<file path="src/rtl/sap_1_microsequencer.sv">
// -----------------------------------------------------------------------------
// sap_1_microsequencer
//
// Purpose:
//   Microprogram sequencer for the SAP-1 control unit.
//   - It walks the control-ROM address through the fixed fetch microroutine,
//     which sits at addresses 0..FETCH_LEN-1.
//   - It latches the opcode and presents it one-hot to SAP_1_ROM_mapping.
//   - It loads the returned start address and steps the execute microroutine
//     until the control word flags end-of-routine.
//   - HLT parks the block in HALTED. Sequencing errors park it in FAULT.
//     Only reset leaves either state.
//
// Ports:
//   i_clk         system clock, rising edge
//   i_clr_n       asynchronous active-low reset
//   i_run         start/continue request, sampled in IDLE and at instruction end
//   i_opcode      instruction-register opcode field
//   i_map_addr    execute start address from SAP_1_ROM_mapping (combinational)
//   i_uend        end-of-microroutine bit of the current control word
//   o_map_onehot  registered one-hot opcode to SAP_1_ROM_mapping
//   o_upc         registered control-ROM address
//   o_uvalid      control word at o_upc executes this cycle
//   o_instr_done  one-cycle pulse after an instruction completes
//   o_halted      sticky, HLT executed
//   o_fault       sticky, sequencing error
//   o_state       debug view of the FSM state
//
// Handshake:
//   o_uvalid is a qualifier, not a valid/ready pair. The control word at o_upc
//   is consumed in every cycle where o_uvalid=1. There is no back-pressure.
//   i_uend is only meaningful in those same cycles.
// -----------------------------------------------------------------------------
module sap_1_microsequencer #(
  parameter int unsigned FETCH_LEN  = 3,
  parameter int unsigned MAX_STEPS  = 16,
  parameter logic [3:0]  HLT_OPCODE = 4'hF
) (
  input  logic        i_clk,
  input  logic        i_clr_n,
  input  logic        i_run,
  input  logic [3:0]  i_opcode,
  input  logic [7:0]  i_map_addr,
  input  logic        i_uend,
  output logic [15:0] o_map_onehot,
  output logic [7:0]  o_upc,
  output logic        o_uvalid,
  output logic        o_instr_done,
  output logic        o_halted,
  output logic        o_fault,
  output logic [2:0]  o_state
);

  localparam int unsigned STEP_W    = (MAX_STEPS > 2) ? $clog2(MAX_STEPS) : 1;
  localparam logic [7:0]  FETCH_END = 8'(FETCH_LEN - 1);
  localparam logic [7:0]  FETCH_SZ  = 8'(FETCH_LEN);
  localparam logic [STEP_W-1:0] STEP_LAST = STEP_W'(MAX_STEPS - 1);

  typedef enum logic [2:0] {
    S_IDLE   = 3'd0,
    S_FETCH  = 3'd1,
    S_DECODE = 3'd2,
    S_EXEC   = 3'd3,
    S_HALTED = 3'd4,
    S_FAULT  = 3'd5
  } state_t;

  state_t              r_state;
  logic [7:0]          r_upc;
  logic [15:0]         r_onehot;
  logic [3:0]          r_opcode;
  logic [STEP_W-1:0]   r_step;
  logic                r_instr_done;

  state_t              w_state_nxt;
  logic [7:0]          w_upc_nxt;
  logic [15:0]         w_onehot_nxt;
  logic [3:0]          w_opcode_nxt;
  logic [STEP_W-1:0]   w_step_nxt;
  logic                w_instr_done_nxt;

  // State register
  always_ff @(posedge i_clk or negedge i_clr_n) begin
    if (!i_clr_n) begin
      r_state <= S_IDLE;
    end else begin
      r_state <= w_state_nxt;
    end
  end

  // Datapath registers that follow the FSM's next-value decisions
  always_ff @(posedge i_clk or negedge i_clr_n) begin
    if (!i_clr_n) begin
      r_upc        <= 8'h00;
      r_onehot     <= 16'h0000;
      r_opcode     <= 4'h0;
      r_step       <= '0;
      r_instr_done <= 1'b0;
    end else begin
      r_upc        <= w_upc_nxt;
      r_onehot     <= w_onehot_nxt;
      r_opcode     <= w_opcode_nxt;
      r_step       <= w_step_nxt;
      r_instr_done <= w_instr_done_nxt;
    end
  end

  // Next-state and next-value logic
  always_comb begin
    w_state_nxt      = r_state;
    w_upc_nxt        = r_upc;
    w_onehot_nxt     = r_onehot;
    w_opcode_nxt     = r_opcode;
    w_step_nxt       = r_step;
    w_instr_done_nxt = 1'b0;

    unique case (r_state)
      S_IDLE: begin
        w_upc_nxt = 8'h00;
        if (i_run) begin
          w_state_nxt = S_FETCH;
        end
      end

      S_FETCH: begin
        if (r_upc == FETCH_END) begin
          // Upc stays on the last fetch word through DECODE.
          w_state_nxt  = S_DECODE;
          w_opcode_nxt = i_opcode;
          w_onehot_nxt = 16'h0001 << i_opcode;
        end else begin
          w_upc_nxt = r_upc + 8'h01;
        end
      end

      S_DECODE: begin
        // HLT wins over a bad mapping. A start address inside the fetch
        // region can only come from a broken mapping ROM.
        if (r_opcode == HLT_OPCODE) begin
          w_state_nxt = S_HALTED;
        end else if (i_map_addr < FETCH_SZ) begin
          w_state_nxt = S_FAULT;
        end else begin
          w_state_nxt = S_EXEC;
          w_upc_nxt   = i_map_addr;
          w_step_nxt  = '0;
        end
      end

      S_EXEC: begin
        if (i_uend) begin
          w_instr_done_nxt = 1'b1;
          w_upc_nxt        = 8'h00;
          w_state_nxt      = i_run ? S_FETCH : S_IDLE;
        end else if (r_upc == 8'hFF) begin
          // The address never wraps into the fetch region.
          w_state_nxt = S_FAULT;
        end else if (r_step == STEP_LAST) begin
          w_state_nxt = S_FAULT;
        end else begin
          w_upc_nxt  = r_upc + 8'h01;
          w_step_nxt = r_step + STEP_W'(1);
        end
      end

      S_HALTED, S_FAULT: begin
        // Terminal states. Everything holds until reset.
      end

      default: begin
        w_state_nxt = S_IDLE;
        w_upc_nxt   = 8'h00;
      end
    endcase
  end

  assign o_upc        = r_upc;
  assign o_map_onehot = r_onehot;
  assign o_uvalid     = (r_state == S_FETCH) || (r_state == S_EXEC);
  assign o_instr_done = r_instr_done;
  assign o_halted     = (r_state == S_HALTED);
  assign o_fault      = (r_state == S_FAULT);
  assign o_state      = r_state;

endmodule

</file>
<file path="config.mk">
export PLATFORM = sky130hd
export DESIGN_NAME = sap_1_microsequencer
export DESIGN_NICKNAME = d
export VERILOG_FILES = /design/src/rtl/sap_1_microsequencer.sv
export SDC_FILE = /design/constraint.sdc
export NUM_CORES = 1
export LEC_CHECK = 0
export CAP_MARGIN = 0
export CORE_UTILIZATION = 40
export DETAILED_ROUTE_END_ITERATION = 7
export GPL_TIMING_DRIVEN = 0
export PLACE_DENSITY = 0.7
export SKIP_CTS_REPAIR_TIMING = 1
export SLEW_MARGIN = 30
export SYNTH_ARGS = -nofsm -noshare
export SYNTH_HDL_FRONTEND = slang
export SYNTH_SLANG_ARGS = --single-unit
</file>
<file path="constraint.sdc">
create_clock -name i_clk -period 2.32 [get_ports i_clk]
set_input_delay 0.464 -clock i_clk [delete_from_list [all_inputs] [get_ports i_clk]]
set_output_delay 0.464 -clock i_clk [all_outputs]
set_load 0.1 [all_outputs]
</file>
# == Word level (Yosys, flattened, before mapping) ==
# Cells that the tools add are included.
# totals
regBits,36
output_inout_bits,31
word_cells,63
# classes
addsub,2
n_lt_le_gt_ge,1
eq_ne,20
shifts,1
mux,24
bitwise,1
n_reduce_logical,8
# op_table
operator,count
8-bit two-way mux,6
8-bit one-hot mux with 4 select lines,1
3-bit two-way mux,7
4-bit two-way mux,5
2-bit != test (second input constant),8
1-bit by 4-bit << shifter with 16-bit output (first input constant),1
3-bit one-hot mux with 5 select lines,1
6-bit AND reduction,2
8-bit by 1-bit adder with 8-bit output (second input constant),1
4-bit equality test (second input constant),2
8-bit by 2-bit equality test with 1-bit output (second input constant),1
8-bit equality test (second input constant),1
8-bit by 2-bit < comparator with 1-bit output (second input constant),1
4-bit one-hot mux with 2 select lines,1
3-bit by 2-bit equality test with 1-bit output (second input constant),2
3-bit equality test (second input constant),2
3-bit != test (second input constant),2
4-bit by 1-bit adder with 4-bit output (second input constant),1
4-bit != test (second input constant),1
4-bit AND reduction,1
3-bit by 1-bit equality test with 1-bit output (second input constant),1
3-bit logical NOT,1
1-bit two-way mux,3
2-bit AND reduction,1
other kinds (4),4

# == Logic depth before layout (Yosys ltp) ==
# depth
ltp_word,5
mapped_depth,8

# == Worst setup path after synthesis ==
# No wires, ideal clock.
# synth_timing
path_kind,register to output
startpoint,register r_state[2] (netlist: o_state[2])
endpoint,output o_halted
t_arrival_ns,2.769
path_slack_ns,-0.913
path_stages_with_launch,4
path_buffers,1
path_cell_list,dfrtp_1 > buf_2 > nor2b_1 > nor2b_1
# synth_via
elab_chain_cells,1
# synth_lines
element,line,rtl
from (decl),68,state_t r_state;
from (signal assigned),87,r_state <= w_state_nxt;
3-bit equality test,181,assign o_halted = (r_state == S_HALTED);
to (decl),49,"output logic o_halted,"
# Every way passes these cells.

# == Worst setup path after layout ==
# layout_timing
startpoint,register r_onehot[5] (netlist: o_map_onehot[5])
endpoint,output o_map_onehot[5]
# layout_rtl
element,line,rtl
from (decl),70,logic [15:0] r_onehot;
from (signal assigned),101,r_onehot <= w_onehot_nxt;
to (decl),45,"output logic [15:0] o_map_onehot,"
# No word-level cell between the ends.

==> summary.txt <==
STA
  – Final period util: 0.9818
  – Tmin final: 2.278 ns
  – Relative slew margins: 0.3471
  – Final-report hold violation count: 0
  – Fmax: 439.0 MHz
  – Final Skew: between 0.01 and 0.015 ns
  – Worst Max-Slew Pin Slew: 0.9777 ns
  – Slew Limit Fails: 0
  – # setup viols final: 0
  – RSZ-0062 raised after global routing: false

Global route
  – Vias in the first global route: approximately 1500
  – GRT Overall Usage: 0.1884
  – Initial antenna violation count: 0
  – Total gr overflow: 0
  – Global-route wire length before repair: roughly 7400 um
  – Pin count of the biggest net entering global routing: 29

Logic synthesis
  – Largest area contributor in the netlist: dfrtp_1
  – Share of the synthesized area in the top cell type: 0.4762
  – Post-Syn Area per Cell: between 10 and 15 um^2
  – Xor/xnor share of the synthesized area: 0.02778
  – Top FF cell, synth: dfrtp_1
  – Synth Cell Area: 0.001892 mm^2
  – Synth Area in Adders: 0.01984
  – Synth Instances: 183
  – Synth Area in Compound Gates: 0.1991
  – Post-synthesis register bit count: 36
  – Syn Nets: 202
  – Synth async-reset ratio: 1.000
  – Synth unique cells: 46
  – EDFF count, synth: 0
  – Post-synthesis mux area share: 0.02381
  – Synth warn: 0
  – Ranking of synthesized cells by area: dfrtp_1 48%, nand2_1 6.5%, o31ai_1 4.0%
  – Sequential fraction of the synthesis area: 0.4762
  – Main combinational cell family by area after synthesis: simple AND/OR/NAND/NOR gates
  – Top-count cell post-synth: dfrtp_1
  – Simple-Gate Fraction of Synth Area: 0.2216
  – Synth cell count leaders: 36 x dfrtp_1, 33 x nand2_1, 12 x o21ai_0

Worst setup path
  – CP Buf/Inv Count: 1
  – Reg2Reg Capture Point: o_map_onehot[2]
  – CP startpoint kind: register
  – Worst R2R Start: o_upc[0]
  – Crit path max-delay family: buffers and inverters
  – Critical path cell sequence: clkdlybuf4s50_1
  – Crit path DAT: 1.81 ns
  – R2R depth: 6
  – CP max stage delay: 1.14 ns
  – R2R setup slack: 0.31 ns
  – Worst setup EP type: output port
  – Critical path fanouts, max: 2
  – Crit Path Category: reg -> out
  – CP max stage cell: clkdlybuf4s50_1
  – Critical path data required time: 1.86 ns

Clock tree
  – Root Driver: clkbuf_8
  – TritonCTS Buffers: 5
  – Worst skew pair latency: slightly below 0.3 ns
  – Sink Count: 36
  – CTS tree: yes
  – Deepest level of the CTS H-tree: 2
  – Clock Tree Buf Depth: 2
  – Reg clk slew, reported paths: ~0.080 ns

Cells and area
  – Synthesis-to-finish area growth: 34.06%
  – Nets@finish: around 260
  – Final Non-Filler Cells: 290
  – Share of cells above drive strength 1: 0.1471
  – FILL cells: 383
  – N_diodes: 0

Drt
  – Avg WL per Cell: roughly 15 um
  – DR pass1 iterations: 6
  – Via count: roughly 1600
  – DRT iter0 DRCs: approximately 160
  – Vias per cell: 5.583
  – Wl on met1: 2047 um
  – Top sig layer: met4
  – Met2 WL post-DR: 2084 um
  – Post-route DRC: 10
  – Met3 wire length: 257 um
  – Final WL: 4437 um
  – Post-DRT Antenna Nets: 0

Flow run
  – Maxcap violations: 0

Floorplanning
  – Die area: 0.005008 mm^2
  – # IOs: 47
  – Starting Density: 0.4257
  – Die width: 70.77 um
  – Core box area: 0.004444 mm^2
  – Chip Height: 70.77 um
  – Rows: 24

Hold path
  – Hold Crit Class: in -> async

Place
  – PortBufs: 46
  – Detailed placer's ending HPWL: 3191 um
  – Inst Count DP: 282
  – GP Congestion: approximately 0.8

Run status
  – Failing checks: design-rule violations
  – Status: complete, but fails checks
-- layer usage --
layer | GRT usage | up-vias
li1 | - | 789
met1 | 0.2571 | 769
met2 | 0.2991 | 54
met3 | 0.04701 | 7
met4 | 0.05333 | 0
met5 | 0 | -
-- logic make-up after synthesis --
kind of cell,after synthesis
AND/OR/NAND/NOR,74
multiplexers,4
AO/OA/AOI/OAI,50
flip-flops,36
adder cells (fa/ha/maj),3
XOR/XNOR,6
buffers and inverters,10
-- worst max path at each step --
stage / slack, ns / endpoint / cells after the start / start
global placement: -0.32 / o_fault / 4 / o_state[0]
detailed placement: -0.33 / o_fault / 4 / o_state[0]
CTS: -0.65 / o_fault / 4 / o_state[0]
global route: 0.006 / o_fault / 4 / o_state[0]
finish: 0.04 / o_map_onehot[5] / 1 / o_map_onehot[5]
floorplan: 0.005 / o_upc[7] / 8 / o_upc[0]
-- placed cells by master (no fill, tap or decap), types with 2 or more instances in the layout --
cell,n
clkbuf_8,5
a21oi_1,3
o31ai_1,10
and4_1,2
nand3_1,7
o41ai_1,6
nor2b_1,4
ha_1,3
buf_6,2
nand4_1,3
and2_1,2
mux2_2,4
clkbuf_1,4
and3_1,2
dfrtp_2,4
nand2_1,33
nand2b_1,4
dlymetal6s2s_1,9
clkdlybuf4s50_1,33
inv_1,2
a22oi_1,8
o21ai_0,12
buf_2,5
xnor2_1,5
nor2_1,4
clkbuf_2,2
dfrtp_1,32
-- cell type report --
cell class	count	area, um^2	share of cell area
Buffer	8	52.55	0.02072
Inverter	2	7.507	0.002960
Clock inverter	1	5.005	0.001973
Tap cell	52	65.06	0.02565
Timing Repair Buffer	47	483.0	0.1904
Clock buffer	7	76.32	0.03009
Multi-Input combinational cell	137	940.9	0.3710
Sequential cell	36	905.9	0.3572
-- sequential cells by signal, summed over array words and instances (netlist names) --
signal / flops
o_map_onehot: 16
o_upc: 8
r_opcode: 4
r_step: 4
o_state: 3
o_instr_done: 1
-- per-stage QoR --
stage	setup WS, ns	util	instance area (um^2)	hold WS, ns	TNS (ns)
6_report	0.04233	0.5707	2536	0.02219	0
5_1_grt	0.005537	0.5707	2536	0.02825	0
4_1_cts	-0.6479	0.5690	2529	0.02424	-2.335
3_5_place_dp	-0.3304	0.5507	2447	0.3395	-0.5960
3_3_place_gp	-0.3176	0.5473	2432	0.4659	-3.220
2_1_floorplan	0.005265	-	1907	0.1684	0
Power is left out: the tool's default activity adds up to more than one toggle a clock period on the data nets, which glitch-free logic cannot reach.
